### src/rtl/stage_mem_lsu.sv
// MEM stage of the 5-stage RISC-V pipeline: load/store unit on a req/ack data port
// plus the MEM/WB pipeline register. fsm_state exposes the FSM (0 = IDLE, 1 = BUSY).
module stage_mem_lsu #(
  parameter int REG_WIDTH  = 32,
  parameter int ADDR_WIDTH = 32,
  parameter int RD_WIDTH   = 5
) (
  input  logic                  clk,
  input  logic                  reset_n,
  input  logic                  EX_MEM_valid,
  input  logic [REG_WIDTH-1:0]  EX_MEM_alu_out,
  input  logic [REG_WIDTH-1:0]  EX_MEM_rs2_data,
  input  logic                  EX_MEM_mem_read,
  input  logic                  EX_MEM_mem_write,
  input  logic [2:0]            EX_MEM_funct3,
  input  logic                  EX_MEM_reg_write_en,
  input  logic [RD_WIDTH-1:0]   EX_MEM_rd,
  output logic                  dmem_req,
  output logic                  dmem_we,
  output logic [ADDR_WIDTH-1:0] dmem_addr,
  output logic [31:0]           dmem_wdata,
  output logic [3:0]            dmem_wstrb,
  input  logic                  dmem_ack,
  input  logic [31:0]           dmem_rdata,
  output logic                  mem_stall,
  output logic                  MEM_WB_valid,
  output logic [REG_WIDTH-1:0]  MEM_WB_alu_out,
  output logic                  MEM_WB_reg_wb_sel,
  output logic                  MEM_WB_reg_write_en,
  output logic [RD_WIDTH-1:0]   MEM_WB_rd,
  output logic                  misalign_err,
  output logic                  fsm_state
);

  // Handshake: dmem_req rises on the edge after an aligned memop is seen in IDLE and
  // stays high with all dmem_* stable until the cycle dmem_ack=1; it drops on that edge.
  typedef enum logic {IDLE = 1'b0, BUSY = 1'b1} state_t;

  state_t                state, state_next;
  logic                  memop, is_store, illegal, misaligned, bad_access, start_access;
  logic [ADDR_WIDTH-1:0] eff_addr;
  logic [1:0]            offset;
  logic [3:0]            st_wstrb;
  logic [31:0]           st_wdata;
  logic [7:0]            lane_byte;
  logic [15:0]           lane_half;
  logic [31:0]           load_data;
  logic [2:0]            lat_funct3;
  logic [1:0]            lat_offset;
  logic                  lat_rwe;
  logic [RD_WIDTH-1:0]   lat_rd;

  assign fsm_state = state;

  always_comb begin
    memop    = EX_MEM_valid & (EX_MEM_mem_read | EX_MEM_mem_write);
    is_store = EX_MEM_mem_write;
    eff_addr = ADDR_WIDTH'(EX_MEM_alu_out);
    offset   = eff_addr[1:0];
    if (is_store) illegal = !(EX_MEM_funct3 inside {3'b000, 3'b001, 3'b010});
    else          illegal = !(EX_MEM_funct3 inside {3'b000, 3'b001, 3'b010, 3'b100, 3'b101});
    misaligned   = ((EX_MEM_funct3[1:0] == 2'b10) && (offset != 2'b00)) ||
                   ((EX_MEM_funct3[1:0] == 2'b01) && offset[0]);
    bad_access   = memop & (illegal | misaligned);
    start_access = memop & ~bad_access;
  end

  // Store data is replicated across lanes so the strobes alone select the bytes.
  always_comb begin
    st_wstrb = 4'b1111;
    st_wdata = EX_MEM_rs2_data[31:0];
    case (EX_MEM_funct3[1:0])
      2'b00: begin
        st_wstrb = 4'b0001 << offset;
        st_wdata = {4{EX_MEM_rs2_data[7:0]}};
      end
      2'b01: begin
        st_wstrb = offset[1] ? 4'b1100 : 4'b0011;
        st_wdata = {2{EX_MEM_rs2_data[15:0]}};
      end
      default: ;
    endcase
  end

  always_comb begin
    lane_byte = dmem_rdata[8*lat_offset +: 8];
    lane_half = lat_offset[1] ? dmem_rdata[31:16] : dmem_rdata[15:0];
    case (lat_funct3)
      3'b000:  load_data = {{24{lane_byte[7]}}, lane_byte};
      3'b001:  load_data = {{16{lane_half[15]}}, lane_half};
      3'b100:  load_data = {24'b0, lane_byte};
      3'b101:  load_data = {16'b0, lane_half};
      default: load_data = dmem_rdata;
    endcase
  end

  always_ff @(posedge clk or negedge reset_n) begin
    if (!reset_n) state <= IDLE;
    else          state <= state_next;
  end

  always_comb begin
    state_next = state;
    case (state)
      IDLE:    if (start_access) state_next = BUSY;
      BUSY:    if (dmem_ack)     state_next = IDLE;
      default: state_next = IDLE;
    endcase
  end

  always_comb begin
    mem_stall = 1'b0;
    case (state)
      IDLE:    mem_stall = start_access;
      BUSY:    mem_stall = ~dmem_ack;
      default: mem_stall = 1'b0;
    endcase
  end

  always_ff @(posedge clk or negedge reset_n) begin
    if (!reset_n) begin
      dmem_req            <= 1'b0;
      dmem_we             <= 1'b0;
      dmem_addr           <= '0;
      dmem_wdata          <= '0;
      dmem_wstrb          <= '0;
      lat_funct3          <= '0;
      lat_offset          <= '0;
      lat_rwe             <= 1'b0;
      lat_rd              <= '0;
      MEM_WB_valid        <= 1'b0;
      MEM_WB_alu_out      <= '0;
      MEM_WB_reg_wb_sel   <= 1'b0;
      MEM_WB_reg_write_en <= 1'b0;
      MEM_WB_rd           <= '0;
      misalign_err        <= 1'b0;
    end else begin
      misalign_err        <= 1'b0;
      MEM_WB_valid        <= 1'b0;
      MEM_WB_reg_wb_sel   <= 1'b0;
      MEM_WB_reg_write_en <= 1'b0;
      if (state == IDLE) begin
        if (EX_MEM_valid && !memop) begin
          MEM_WB_valid        <= 1'b1;
          MEM_WB_alu_out      <= EX_MEM_alu_out;
          MEM_WB_reg_wb_sel   <= 1'b1;
          MEM_WB_reg_write_en <= EX_MEM_reg_write_en;
          MEM_WB_rd           <= EX_MEM_rd;
        end else if (bad_access) begin
          misalign_err <= 1'b1;
          MEM_WB_valid <= 1'b1;
          MEM_WB_rd    <= EX_MEM_rd;
        end else if (start_access) begin
          dmem_req   <= 1'b1;
          dmem_we    <= is_store;
          dmem_addr  <= {eff_addr[ADDR_WIDTH-1:2], 2'b00};
          dmem_wdata <= is_store ? st_wdata : 32'b0;
          dmem_wstrb <= is_store ? st_wstrb : 4'b0;
          lat_funct3 <= EX_MEM_funct3;
          lat_offset <= offset;
          lat_rwe    <= EX_MEM_reg_write_en;
          lat_rd     <= EX_MEM_rd;
        end
      end else if (dmem_ack) begin
        dmem_req            <= 1'b0;
        MEM_WB_valid        <= 1'b1;
        MEM_WB_alu_out      <= REG_WIDTH'(load_data);
        MEM_WB_reg_wb_sel   <= 1'b1;
        MEM_WB_reg_write_en <= lat_rwe & ~dmem_we;
        MEM_WB_rd           <= lat_rd;
      end
    end
  end

endmodule

### config.mk
export PLATFORM = sky130hd
export DESIGN_NAME = stage_mem_lsu
export DESIGN_NICKNAME = d
export VERILOG_FILES = /design/src/rtl/stage_mem_lsu.sv
export SDC_FILE = /design/constraint.sdc
export NUM_CORES = 1
export LEC_CHECK = 0
export BUFFER_PORTS_ARGS = -buffer_cell sky130_fd_sc_hd__clkbuf_2
export CAP_MARGIN = 20
export CORE_MARGIN = 2
export CORE_UTILIZATION = 45
export DETAILED_ROUTE_END_ITERATION = 8
export PLACE_DENSITY = 0.81
export REMOVE_ABC_BUFFERS = 1
export SLEW_MARGIN = 0
export SYNTH_ARGS = -nofsm -noshare
export SYNTH_HDL_FRONTEND = slang
export SYNTH_SLANG_ARGS = --single-unit
export TNS_END_PERCENT = 100
### constraint.sdc
create_clock -name clk -period 1.85 [get_ports clk]
set_clock_uncertainty 0.1 [all_clocks]
set_input_delay 0.185 -clock clk [delete_from_list [all_inputs] [get_ports clk]]
set_output_delay 0.185 -clock clk [all_outputs]
set_load 0.02 [all_outputs]
**Word-level counts from Yosys, hierarchy flattened**

Cells that the tools add are included.
Widths: inputs -> output; s select.

- Output and inout port bits: 113
- Input port bits: 111
- Bits in registers: 121

- Reductions and logical operators: 20
- Shift operators: 2
- Bitwise operators: 11
- Equality and inequality tests: 12
- Multiplexer cells: 35

Operators with widths:

| operator | count |
|---|---|
| $mux 32 | 4 |
| $pmux 32 s4 | 1 |
| $pmux 32 s2 | 1 |
| $shiftx 32x6->8 | 1 |
| $mux 5 | 4 |
| $mux 1 | 19 |
| $mux 16 | 1 |
| $eq 3x3->1 const B | 4 |
| $mux 4 | 2 |
| $pmux 4 s2 | 1 |
| $reduce_and 4->1 | 2 |
| $eq 3x1->1 const B | 2 |
| $logic_not 3->1 | 2 |
| $ne 2x2->1 const B | 3 |
| $reduce_bool 2->1 | 3 |
| $reduce_bool 3->1 | 2 |
| $not 1->1 | 5 |
| $reduce_bool 5->1 | 1 |
| $and 1x1->1 | 4 |
| $pmux 1 s2 | 2 |
| $reduce_and 2->1 | 2 |
| $shl 1x2->4 const A | 1 |
| $eq 3x2->1 const B | 1 |
| $logic_and 1x1->1 | 3 |
| 6 further kinds | 9 |

**Longest topological paths before layout**

- Depth in word-level cells: 12
- Gate-level depth with buffers: 7
- Depth with buffers taken out: 5

**Worst setup path after synthesis**

OpenSTA, ideal clock, no wires.

- Path type: register to register
- From: register state (netlist: fsm_state)
- To: register state (netlist: fsm_state)
- Path slack: -0.209 ns
- Data arrival time: 1.773 ns
- Stages on the path, launching flop included: 5
- Cell sequence: dfrtp_1 > buf_2 > clkbuf_1 > inv_1 > o21ai_0

- Word-level cells in the longest chain between the ends: 2

Ends and longest elaborated chain:

| element | RTL line | text |
|---|---|---|
| start, declared | 39 | `state_t state, state_next;` |
| start signal, assigned | 99 | `else state <= state_next;` |
| $not 1->1 (no source line) | - |  |
| $pmux 1 s2 * | 104 | `case (state)` |

Every way passes the cells marked *; elsewhere a longest branch is shown, timed or not.
A chain may end at the register's enable or synchronous reset.

**Final worst setup path**

- From: register state (netlist: fsm_state)
- To: register MEM_WB_alu_out[28]

- Word-level cells in the longest chain between the ends: 2

Ends and longest elaborated chain:

| element | RTL line | text |
|---|---|---|
| $ne 2x2->1 (no source line) / $reduce_bool 2->1 (equally long branches) | - |  |
| $reduce_and 2->1 (no source line) | - |  |
| end signal, assigned | 145 | `MEM_WB_alu_out <= EX_MEM_alu_out;` |
| end signal, assigned | 167 | `MEM_WB_alu_out <= REG_WIDTH'(load_data);` |
| end, declared | 27 | `output logic [REG_WIDTH-1:0] MEM_WB_alu_out,` |

Several ways; a longest one is shown, not always the timed one.

==> results summary <==
The run finished with clean final reports. The first-pass GRT wire length is 31.46 mm. The switching component of the power is 3886 µW.

The tree built by TritonCTS fans out to 121 sinks. The buffering stage count on the worst path with inverters included is 3. The worst-case setup margin in the final layout came out at 0.05499 ns.

The number of antenna repair diodes came out at 0. The die covers 14040 µm². The clock period could shrink to 1.795 ns. The vias per cell came out at 5.528.

The required time of the critical path is 2.05 ns. The register-to-register path setup slack is 0.05 ns. Synthesis handed over a netlist of 571 instances.

The die width is 118.5 µm. Among all stages on the critical path, the largest delay is contributed by dfrtp_2. The signal on the critical path passes through buf_4 > nor4b_4 > nor2_2 > inv_2 > buf_12 > nor2_1 > a211oi_1.

The final hold violation count is 0. The share of power burned in the clock network came out at 29.8%. In this run the remaining antenna-violating nets after routing total 0. The post-synthesis average cell area came out at 10.33 µm².

The final weighted congestion of routability-driven global placement came out at 0.8658. In this run the deepest clock path goes through 2 buffers. The floorplan step defined a core boundary enclosing 12720 µm².

The later pin in the worst-skew pair is clocked with a latency of 0.41 ns. By area the synthesized netlist is led by dfrtp_1 51%, mux2_2 9.4%, nand2_1 6.2%. The total number of vias came out at 5826. The design internal power came out at 7055 µW.

Power spread over the standard cell area amounts to 1262 nW/µm². The main flop type after synthesis is dfrtp_1. TritonCTS built the clock tree. After clock tree synthesis, the clock-pin slew on the worst setup and hold paths is 0.05 ns. The proportion of synthesized chip area in sequential cells came out at 51.34%. The leakage power figure came out at 0.004246 µW. The detailed router finished its first iteration with 447 violations. Counting the buffers created by CTS gives 17.

The endpoint arrival time on the critical path is 2.00 ns. The delay of the slowest cell on the worst path is 0.44 ns. The share of post-route cells with drive strength above 1 came out at 41.84%. From synthesis to final layout, the design area changed by 47.03%. Detailed placement ended at an HPWL of 13.25 mm. Tracing the worst setup path back leads to its startpoint at fsm_state$_DFF_PN0_.

The logic depth of the worst register-to-register path came out at 7. The maximum number of pins on one net before global-route repair came out at 53. The synthesized cell area is 5898 µm². The type of element launching the critical path is a register. The final wirelength came out at 19.55 mm. After detailed routing, the number of remaining DRC violations is 0. The setup-violating endpoint count in the final report came out at 0. The switching share of total power is 35.51%. The critical path crosses 7 cells after its start point.

The worst supply voltage drop on vdd came out at 0.6505 mV. The post-route fraction of the period consumed by the critical path came out at 97.03%. The largest area contributor in the netlist is dfrtp_1. The average wire per standard cell came out at 18.55 µm. In this run the clock root is driven by a clkbuf_16. The number of buffers inserted by port buffering is 221. The min-delay analysis places its worst path in the category primary input to register.

The critical path ends at MEM_WB_alu_out[28]$_DFFE_PN0P_. Global routing used 28.58% of the available tracks across all layers. At the placement stage, the worst setup path has a slack of 0.1078 ns.

The H-tree was split into 4 levels. The share of synthesized area in the top cell type comes to 51.34%. The final sum of negative setup slack came out at 0 ns. The initial cell density of the core is 46.36%.

The critical path class is register to register. The power share of the sequential group is 35.5%. The count of synthesis-stage warnings from yosys came out at 0. The number of antenna violations at the first check in global routing came out at 1. The number of enable flip-flop cells after synthesis is 0. STA classifies the critical path endpoint as a register. From bottom edge to top edge, the die measures 118.5 µm.

The largest fanout on the critical path came out at 17. The first-pass iteration count of the detailed router came out at 5. The distinct cell type count of the synthesized netlist is 47.

The residual overflow from global routing came out at 0. The number of nets in the final layout came out at 981. Setup repair after global routing could not meet its margin everywhere. The flop and latch count out of synthesis came out at 121.

The number of maximum-capacitance violations is 0. Row generation in the floorplan step produced 41 rows. The final count of pins violating max slew came out at 0. Derived from the worst setup path, the maximum achievable clock frequency is 557.1 MHz.

In this run the critical register-to-register path is captured at MEM_WB_alu_out[28]$_DFFE_PN0P_. The family of cells with the greatest summed delay on the critical path is buffers and inverters. The part of the total power dissipated in combinational logic is 34.7%. The share of flip-flops with an asynchronous set or reset came out at 100.0%.

The count of pins on the block boundary came out at 224. The number of global-route vias before repair is 5937. In this run the critical register-to-register path is launched from fsm_state$_DFF_PN0_.
==> area by class of cell <==
| type | instances | area [µm²] |
|---|---|---|
| clock buffers | 22 | 454.2 |
| clock inverters | 9 | 123.9 |
| fillers | 994 | 4050 |
| inverters | 7 | 30.03 |
| multi-input cells | 400 | 2669 |
| flip-flops and latches | 121 | 3030 |
| well taps | 172 | 215.2 |
| repair buffers | 323 | 2150 |
==> power by group through the flow <==
| stage | Combinational [µW] | Clock, µW | Sequential (µW) |
|---|---|---|---|
| 2_1_floorplan | 1160 | 0 | 4780 |
| 3_3_place_gp | 3520 | 0 | 3880 |
| 3_5_place_dp | 3600 | 0 | 3890 |
| 4_1_cts | 3720 | 3310 | 3860 |
| 5_1_grt | 4070 | 3460 | 3970 |
| 6_report | 3790 | 3260 | 3890 |
==> tightest hold or removal path: stages <==
cell and delay (ns):
clkbuf_2 0.12, o221ai_1 0.12, o2111ai_1 0.08
==> flip-flops by register name, indices dropped and copies added (netlist names) <==
| signal | count |
|---|---|
| misalign_err | 1 |
| dmem_wdata | 32 |
| fsm_state | 1 |
| dmem_addr | 30 |
| MEM_WB_reg_write_en | 1 |
| lat_offset | 2 |
| lat_rd | 5 |
| dmem_wstrb | 4 |
| MEM_WB_reg_wb_sel | 1 |
| MEM_WB_rd | 5 |
| lat_funct3 | 3 |
| MEM_WB_alu_out | 32 |
| lat_rwe | 1 |
| dmem_req | 1 |
| dmem_we | 1 |
| MEM_WB_valid | 1 |
==> kinds of logic (layout without fill, tap and decap cells) <==
| logic type | after synthesis | count (layout) | share of synthesized area (%) |
|---|---|---|---|
| buffers and inverters | 51 | 361 | 4.137 |
| other | 1 | 2 | 0.06358 |
| AND/OR/NAND/NOR | 186 | 186 | 14.17 |
| flip-flops | 121 | 121 | 51.34 |
| AO/OA/AOI/OAI | 139 | 139 | 16.70 |
| multiplexers | 73 | 73 | 13.60 |
==> worst min path at each step <==
stage | from | to | cells past startpoint
after CTS | dmem_rdata[14] | MEM_WB_alu_out[14]$_DFFE_PN0P_ | 3
after global placement | reset_n | dmem_addr[2]$_DFFE_PN0P_ | 1
final | dmem_rdata[14] | MEM_WB_alu_out[14]$_DFFE_PN0P_ | 3
after global routing | EX_MEM_alu_out[1] | dmem_wstrb[2]$_DFFE_PN0P_ | 3
after detailed placement | reset_n | dmem_addr[14]$_DFFE_PN0P_ | 1
after floorplan | reset_n | MEM_WB_alu_out[0]$_DFFE_PN0P_ | 0
==> Yosys cell counts (7+ instances only) <==
cell and number:
nor2b_1 12, a211oi_1 17, a21oi_1 21, buf_2 15, a22o_1 9, dfrtp_1 121
mux2i_1 22, o21ai_0 41, nor3_1 26, nor2_1 32, a22oi_1 7, o221ai_1 7
o221a_2 7, clkbuf_1 22, o2111ai_1 7, mux2_2 49, nand2_1 98, a21boi_0 7
==> per-stage QoR <==
stage                     hold slack (ns)  utilization, %  area [µm²]  power [µW]  instances
after global routing              0.05176           68.16        8672       11510       1054
after floorplan                   -0.2106               -        5684        5935        528
final                             0.03261           68.16        8672       10940       1054
after CTS                         0.01601           67.78        8623       10900       1052
after detailed placement          0.08068           58.03        7382        7498        956
after global placement            0.07500           58.03        7382        7396        956
==> metal layers <==
layer / GRT usage (%) / up-vias / part of all wire, %
met5: 0 / - / 0
met4: 12.13 / 0 / 3.2
met3: 8.542 / 50 / 8.5
met2: 48.27 / 297 / 49
met1: 33.88 / 2821 / 39
li1: - / 2658 / -
==> layout by cell type (no fill, tap or decap), types with 4 or more instances in the layout <==
cell type and n:
o2111ai_1 7, clkbuf_16 17, buf_4 30, mux2i_1 21, a22oi_1 7, a32o_1 6
a21oi_1 21, dfrtp_1 119, nor2_1 31, o221a_2 7, nor2b_1 11, o21ai_0 40
clkbuf_1 4, nand2b_1 4, clkbuf_2 219, a21boi_0 7, buf_12 8, dlygate4sd3_1 62
mux2_2 49, a22o_1 9, inv_1 5, nor3_1 26, clkinv_2 5, o221ai_1 7
nand2_1 98, a211oi_1 14
==> timing repair <==
action / 4_1_cts / 5_1_grt
buffers inserted: 3 / 2
hold endpoints to repair: 98 / 0
resized for setup: 7 / 9
endpoints found under the setup margin: 1 / 25
hold buffers: 62 / 0
Power figures use the tool's default switching activity.
